[src/rtl/conv_paralelo.sv]
//-----------------------------------------------------------------------------
// conv_paralelo
//
// Receive-side byte-to-parallel converter. Reassembles an incoming byte
// stream into 32-, 16- or 8-bit words, selected by the PIPE-style PCLK code.
// The transmitter sends the most-significant byte first, so the first byte of
// a word ends up in the MS byte of the selected width. The result is
// right-aligned on a 32-bit bus, and any unused upper bits are zero.
//
// Ports:
//   CLK        byte clock; all logic runs on the rising edge
//   RST        asynchronous active-high reset
//   ENB        block enable; when low, input is ignored and a partial word is
//              dropped silently
//   PCLK[1:0]  width select: 00 = 4 bytes, 01 = 2 bytes, 10 = 1 byte,
//              11 = reserved
//   in_valid   'in' carries a valid byte this cycle
//   in[7:0]    incoming byte
//   out[31:0]  last completed word; holds until the next completion
//   valid_out  one-cycle pulse: 'out' was just updated with a complete word
//   err        one-cycle pulse: partial word aborted by a width change, or a
//              byte arrived with the reserved PCLK code
//   err_cnt    (only with CONV_ERR_CNT_EN) saturating count of err pulses
//
// Handshake: a byte is accepted on a rising edge where ENB=1 and in_valid=1.
// There is no backpressure. valid_out is a single-cycle strobe that follows
// the edge on which the last byte of a word is sampled.
//
// Optional feature macro: CONV_ERR_CNT_EN adds the 8-bit err_cnt output.
//-----------------------------------------------------------------------------
`timescale 1ns/1ps

module conv_paralelo #(
    parameter int BYTE_W = 8,
    parameter int OUT_W  = 32
) (
    input  logic              CLK,
    input  logic              RST,
    input  logic              ENB,
    input  logic [1:0]        PCLK,
    input  logic              in_valid,
    input  logic [BYTE_W-1:0] in,
    output logic [OUT_W-1:0]  out,
    output logic              valid_out,
    output logic              err
`ifdef CONV_ERR_CNT_EN
    ,
    output logic [7:0]        err_cnt
`endif
);

    localparam logic [1:0] W32  = 2'b00;
    localparam logic [1:0] W16  = 2'b01;
    localparam logic [1:0] W8   = 2'b10;
    localparam logic [1:0] RSVD = 2'b11;

    typedef enum logic {
        IDLE    = 1'b0,
        COLLECT = 1'b1
    } state_t;

    state_t                    state, state_next;
    logic [2:0]                cnt, cnt_next;
    logic [1:0]                width, width_next;
    // Holds the bytes received so far, right-aligned. It is cleared whenever a
    // word starts, so {sr, in} is already the zero-extended word at completion.
    logic [OUT_W-BYTE_W-1:0]   sr, sr_next;
    logic [OUT_W-1:0]          out_next;
    logic                      valid_next;
    logic                      err_next;
    logic                      start;
    logic [2:0]                cnt_inc;

    function automatic logic [2:0] bytes_for(input logic [1:0] w);
        case (w)
            W32:     bytes_for = 3'd4;
            W16:     bytes_for = 3'd2;
            default: bytes_for = 3'd1;
        endcase
    endfunction

    assign cnt_inc = cnt + 3'd1;

    always_comb begin
        state_next = state;
        cnt_next   = cnt;
        width_next = width;
        sr_next    = sr;
        out_next   = out;
        valid_next = 1'b0;
        err_next   = 1'b0;
        start      = 1'b0;

        if (!ENB) begin
            state_next = IDLE;
            cnt_next   = 3'd0;
        end else begin
            case (state)
                IDLE: begin
                    if (in_valid) begin
                        if (PCLK == RSVD) err_next = 1'b1;
                        else              start    = 1'b1;
                    end
                end
                COLLECT: begin
                    // The latched width is never RSVD, so a reserved code also
                    // lands here and aborts the partial word.
                    if (PCLK != width) begin
                        err_next   = 1'b1;
                        state_next = IDLE;
                        cnt_next   = 3'd0;
                        if (in_valid && (PCLK != RSVD)) start = 1'b1;
                    end else if (in_valid) begin
                        if (cnt_inc == bytes_for(width)) begin
                            out_next   = {sr, in};
                            valid_next = 1'b1;
                            state_next = IDLE;
                            cnt_next   = 3'd0;
                        end else begin
                            sr_next  = {sr[OUT_W-2*BYTE_W-1:0], in};
                            cnt_next = cnt_inc;
                        end
                    end
                end
                default: begin
                    state_next = IDLE;
                    cnt_next   = 3'd0;
                end
            endcase

            // First byte of a new word, either from IDLE or right after an
            // abort caused by a width change.
            if (start) begin
                width_next = PCLK;
                if (PCLK == W8) begin
                    out_next   = {{(OUT_W-BYTE_W){1'b0}}, in};
                    valid_next = 1'b1;
                    state_next = IDLE;
                    cnt_next   = 3'd0;
                end else begin
                    sr_next    = {{(OUT_W-2*BYTE_W){1'b0}}, in};
                    cnt_next   = 3'd1;
                    state_next = COLLECT;
                end
            end
        end
    end

    always_ff @(posedge CLK or posedge RST) begin
        if (RST) begin
            state     <= IDLE;
            cnt       <= 3'd0;
            width     <= W32;
            sr        <= '0;
            out       <= '0;
            valid_out <= 1'b0;
            err       <= 1'b0;
        end else begin
            state     <= state_next;
            cnt       <= cnt_next;
            width     <= width_next;
            sr        <= sr_next;
            out       <= out_next;
            valid_out <= valid_next;
            err       <= err_next;
        end
    end

`ifdef CONV_ERR_CNT_EN
    // Counts on the same edge that raises err and saturates at 8'hFF. ENB has
    // no effect on it.
    always_ff @(posedge CLK or posedge RST) begin
        if (RST) begin
            err_cnt <= 8'd0;
        end else if (err_next && (err_cnt != 8'hFF)) begin
            err_cnt <= err_cnt + 8'd1;
        end
    end
`endif

endmodule

[config.mk]
export PLATFORM = sky130hd
export DESIGN_NAME = conv_paralelo
export DESIGN_NICKNAME = d
export VERILOG_FILES = /design/src/rtl/conv_paralelo.sv
export SDC_FILE = /design/constraint.sdc
export NUM_CORES = 1
export LEC_CHECK = 0
export CORE_AREA = 10 10 99 101
export CTS_CLUSTER_DIAMETER = 80
export CTS_CLUSTER_SIZE = 40
export DETAILED_ROUTE_END_ITERATION = 8
export DIE_AREA = 0 0 109 111
export GPL_ROUTABILITY_DRIVEN = 0
export PLACE_DENSITY_LB_ADDON = 0.12
export SLEW_MARGIN = 40
export SYNTH_ARGS = -nofsm -noshare
export SYNTH_HDL_FRONTEND = slang
export SYNTH_SLANG_ARGS = --single-unit
[constraint.sdc]
create_clock -name CLK -period 3.55 [get_ports CLK]
set_input_delay 0.71 -clock CLK [delete_from_list [all_inputs] [get_ports CLK]]
set_output_delay 0.71 -clock CLK [all_outputs]
set_load 0.005 [all_outputs]
==> key figures <==
Status
  – Outcome: finished, final reports clean

CTS
  – Post-CTS setup buffer count: 0
  – Clock Latency Late Sink: 0.35 ns
  – H-tree depth: 3
  – Post-cts resize count: 0
  – # clock sinks: 64
  – Total CTS buffers: 9
  – CTS tree: yes
  – CTS clock-pin slew for the worst setup and hold paths: 0.07 ns
  – Root buf cell: clkbuf_8
  – Hold-fix buffers, CTS: 0
  – Maximum clock path buffer count: 2

Final layout
  – Post-layout instance count excluding filler cells: 499
  – Multi-input logic area: 1550 µm²
  – Fillcell total: 754
  – Ant. Diodes: 0
  – Share of cells above drive strength 1: 9.39%
  – Total area of sequential cells: 1600 µm²
  – Final #Nets: 404
  – Layout Utilization: 52.5%
  – Layout area overhead: 21.1%

STA
  – Fin. Hold Viols: 0
  – Setup TNS: 0 ns
  – Unrepaired setup endpoints after global routing: no
  – Relative slew slack: 56.9%
  – Minimum clock period after layout: 2.62 ns
  – Final setup slack of the worst path: 0.927 ns
  – Fmax: 381 MHz
  – Least-Margin Pin Slew: 0.646 ns
  – Hold slack final: 0.522 ns
  – Setup violations, final: 0
  – Final slew viol count: 0
  – Worst Skew: 0.00948 ns
  – Tcrit/Tclk final: 73.9%

Placement
  – Post-Place Cells: 483
  – I/O Buffers: 47
  – HPWL after DPL: 6080 µm
  – Post-Place Setup Slack: 0.643 ns

Synthesis
  – Mapped Area: 3450 µm²
  – Mapped Nets: 368
  – Cell variety after synth: 49
  – Cells after Synth: 353
  – Post-synth EDFFs: 0
  – Asr flop ratio synth: 100%
  – Synth top area cells: dfrtp_1 46%, mux2i_1 7.2%, nand2_1 6.3%, a32o_1 4.6%, inv_1 3.9%
  – Yosys Warn Count: 0
  – Yosys top cell area share: 46.4%
  – Mean Syn Cell Area: 9.78 µm²
  – Seq/Total Area, Yosys: 46.4%
  – Yosys reg bits: 64
  – Largest area contributor in the netlist: dfrtp_1
  – Top FF cell, synth: dfrtp_1

Setup path
  – Reg-to-reg slack, setup: 0.93 ns
  – FF-to-FF path depth: 5
  – Crit Reg-Reg Startpoint: cnt[0]
  – FF-to-FF End: sr[16]
  – Arr. time, crit path: 2.85 ns
  – Startpoint types: register
  – Worst Path Required: 3.78 ns
  – Worst Path Max Fanout: 16
  – CP endpoint kind: register
  – Kind of critical path: register to register

Min path
  – Hold Path Cell Cnt: 2
  – Worst Hold Endpoint: out[23]
  – Hold path start: out[23]
  – Worst hold path type: register to register

Power and ir drop
  – Reg power frac: 49.5%
  – Max VDD drop: 181 µV
  – Clk pwr share: 34.8%
  – P_int: 1.14 mW
  – Switching Fraction: 29.8%
  – Comb pwr share: 15.7%
  – P_sw: 483 µW
  – Pwr per Cell Area: 387 nW/µm²
  – Leak Pwr: 1.92 nW

Drt
  – Routed via count: 2,921
  – Drt first pass iters: 5
  – Detail Route Antenna Nets: 0
  – Routed Wire Length: 8730 µm
  – DRC viols: 0
  – Avg Vias per Cell: 5.85
  – WL/cell: 17.5 µm
  – Detailed Route Iter0 Violations: 194

Global routing
  – Largest net degree at the start of global routing: 32
  – Initial antenna violation count: 0
  – Global Route Usage Sum: 14.9%
  – First-pass GRT wire length: 14,700 µm
  – Vias in the first global route: 2,889
  – GRT Residual Overflow: 0

Floorplanning
  – Core area: 7970 µm²
  – Die Height: 111 µm
  – Die area: 12,100 µm²
  – Die width: 109 µm
  – Rows: 33
  – Top Ports: 48
  – Initial Util: 43.3%

Run
  – Max_cap viols: 0
==> layer usage <==
layer	wire (µm)	GRT usage, %	part of all wire, %	vias up
met1	3860	19.6	44	1443
met5	0	0	0	-
met4	131	4.40	1.5	0
met2	4150	22.6	47	95
met3	593	4.83	6.8	12
li1	-	-	-	1371
==> critical path, stage by stage (launching register included) <==
cell     delay (ns)
dfrtp_1        0.44
ha_1           0.26
xor2_1         0.22
or4b_1         0.78
and4_1         0.50
a32o_1         0.30
==> cells by family (layout without fill, tap and decap cells) <==
logic type	Yosys count	in the layout	share of synthesized area [%]
AO/OA/AOI/OAI	92	92	22.4
XOR/XNOR	4	4	1.02
adder cells (fa/ha/maj)	1	1	0.362
buffers and inverters	72	113	8.66
flip-flops	64	64	46.4
multiplexers	26	26	7.68
AND/OR/NAND/NOR	94	94	13.5
==> per-stage QoR <==
| stage | power (mW) | area (µm²) |
|---|---|---|
| after floorplan | 0.980 | 3450 |
| after global placement | 1.06 | 4010 |
| after detailed placement | 1.07 | 4010 |
| after CTS | 1.64 | 4180 |
| after global routing | 1.70 | 4180 |
| final | 1.62 | 4180 |
==> power by group through the flow <==
stage	Clock (mW)	Sequential, mW	Combinational (mW)
final	0.564	0.802	0.255
after global routing	0.614	0.806	0.284
after CTS	0.582	0.801	0.256
after detailed placement	0	0.815	0.255
after global placement	0	0.815	0.250
after floorplan	0	0.794	0.186
==> worst max path at each step <==
stage / start / to / slack (ns) / cells past startpoint
floorplan: cnt[0] / sr[8] / 1.11 / 7
global placement: PCLK[0] / out[7] / 0.64 / 5
detailed placement: PCLK[0] / out[5] / 0.64 / 5
CTS: cnt[0] / sr[13] / 0.94 / 5
global route: cnt[0] / sr[16] / 0.79 / 5
finish: cnt[0] / sr[16] / 0.93 / 5
==> area by class of cell <==
cell class	instances	area share, %
timing repair buffer	61	14.1
inverter	36	3.23
clock inverter	5	0.778
sequential	64	38.3
multi-input combinational	217	37.1
tap	105	3.14
clock buffer	11	3.38
==> cell usage after synthesis, types with 7 or more instances <==
cell type,n
a2bb2oi_1,8
a31oi_1,8
a32o_1,16
buf_2,11
clkbuf_1,22
dfrtp_1,64
inv_1,36
mux2i_1,25
nand2_1,58
nand4_1,12
o211ai_1,17
o311ai_0,7
o32ai_1,8
o41a_1,8
==> flip-flops by register name (all words and copies together), names as in the netlist <==
name	flops
out	32
err	1
width	2
state	1
cnt	3
valid_out	1
sr	24
==> cells in the final DEF, fill, tap and decap left out, types with 3 or more instances in the layout <==
cell | synthesis | final
nand2_1 | 58 | 58
clkbuf_8 | 0 | 10
clkdlybuf4s50_1 | 0 | 47
clkinvlp_4 | 0 | 3
a31oi_1 | 8 | 8
dfrtp_1 | 64 | 64
o32ai_1 | 8 | 8
a2bb2oi_1 | 8 | 8
a21oi_1 | 3 | 3
a32o_1 | 16 | 16
nand4_1 | 12 | 12
xor2_1 | 3 | 3
o311ai_0 | 7 | 7
o41a_1 | 8 | 8
inv_1 | 36 | 35
nor2_1 | 3 | 3
mux2i_1 | 25 | 25
nor3b_1 | 3 | 3
o21ai_0 | 3 | 3
buf_4 | 0 | 13
o211ai_1 | 17 | 17
Power figures use the tool's default switching activity.
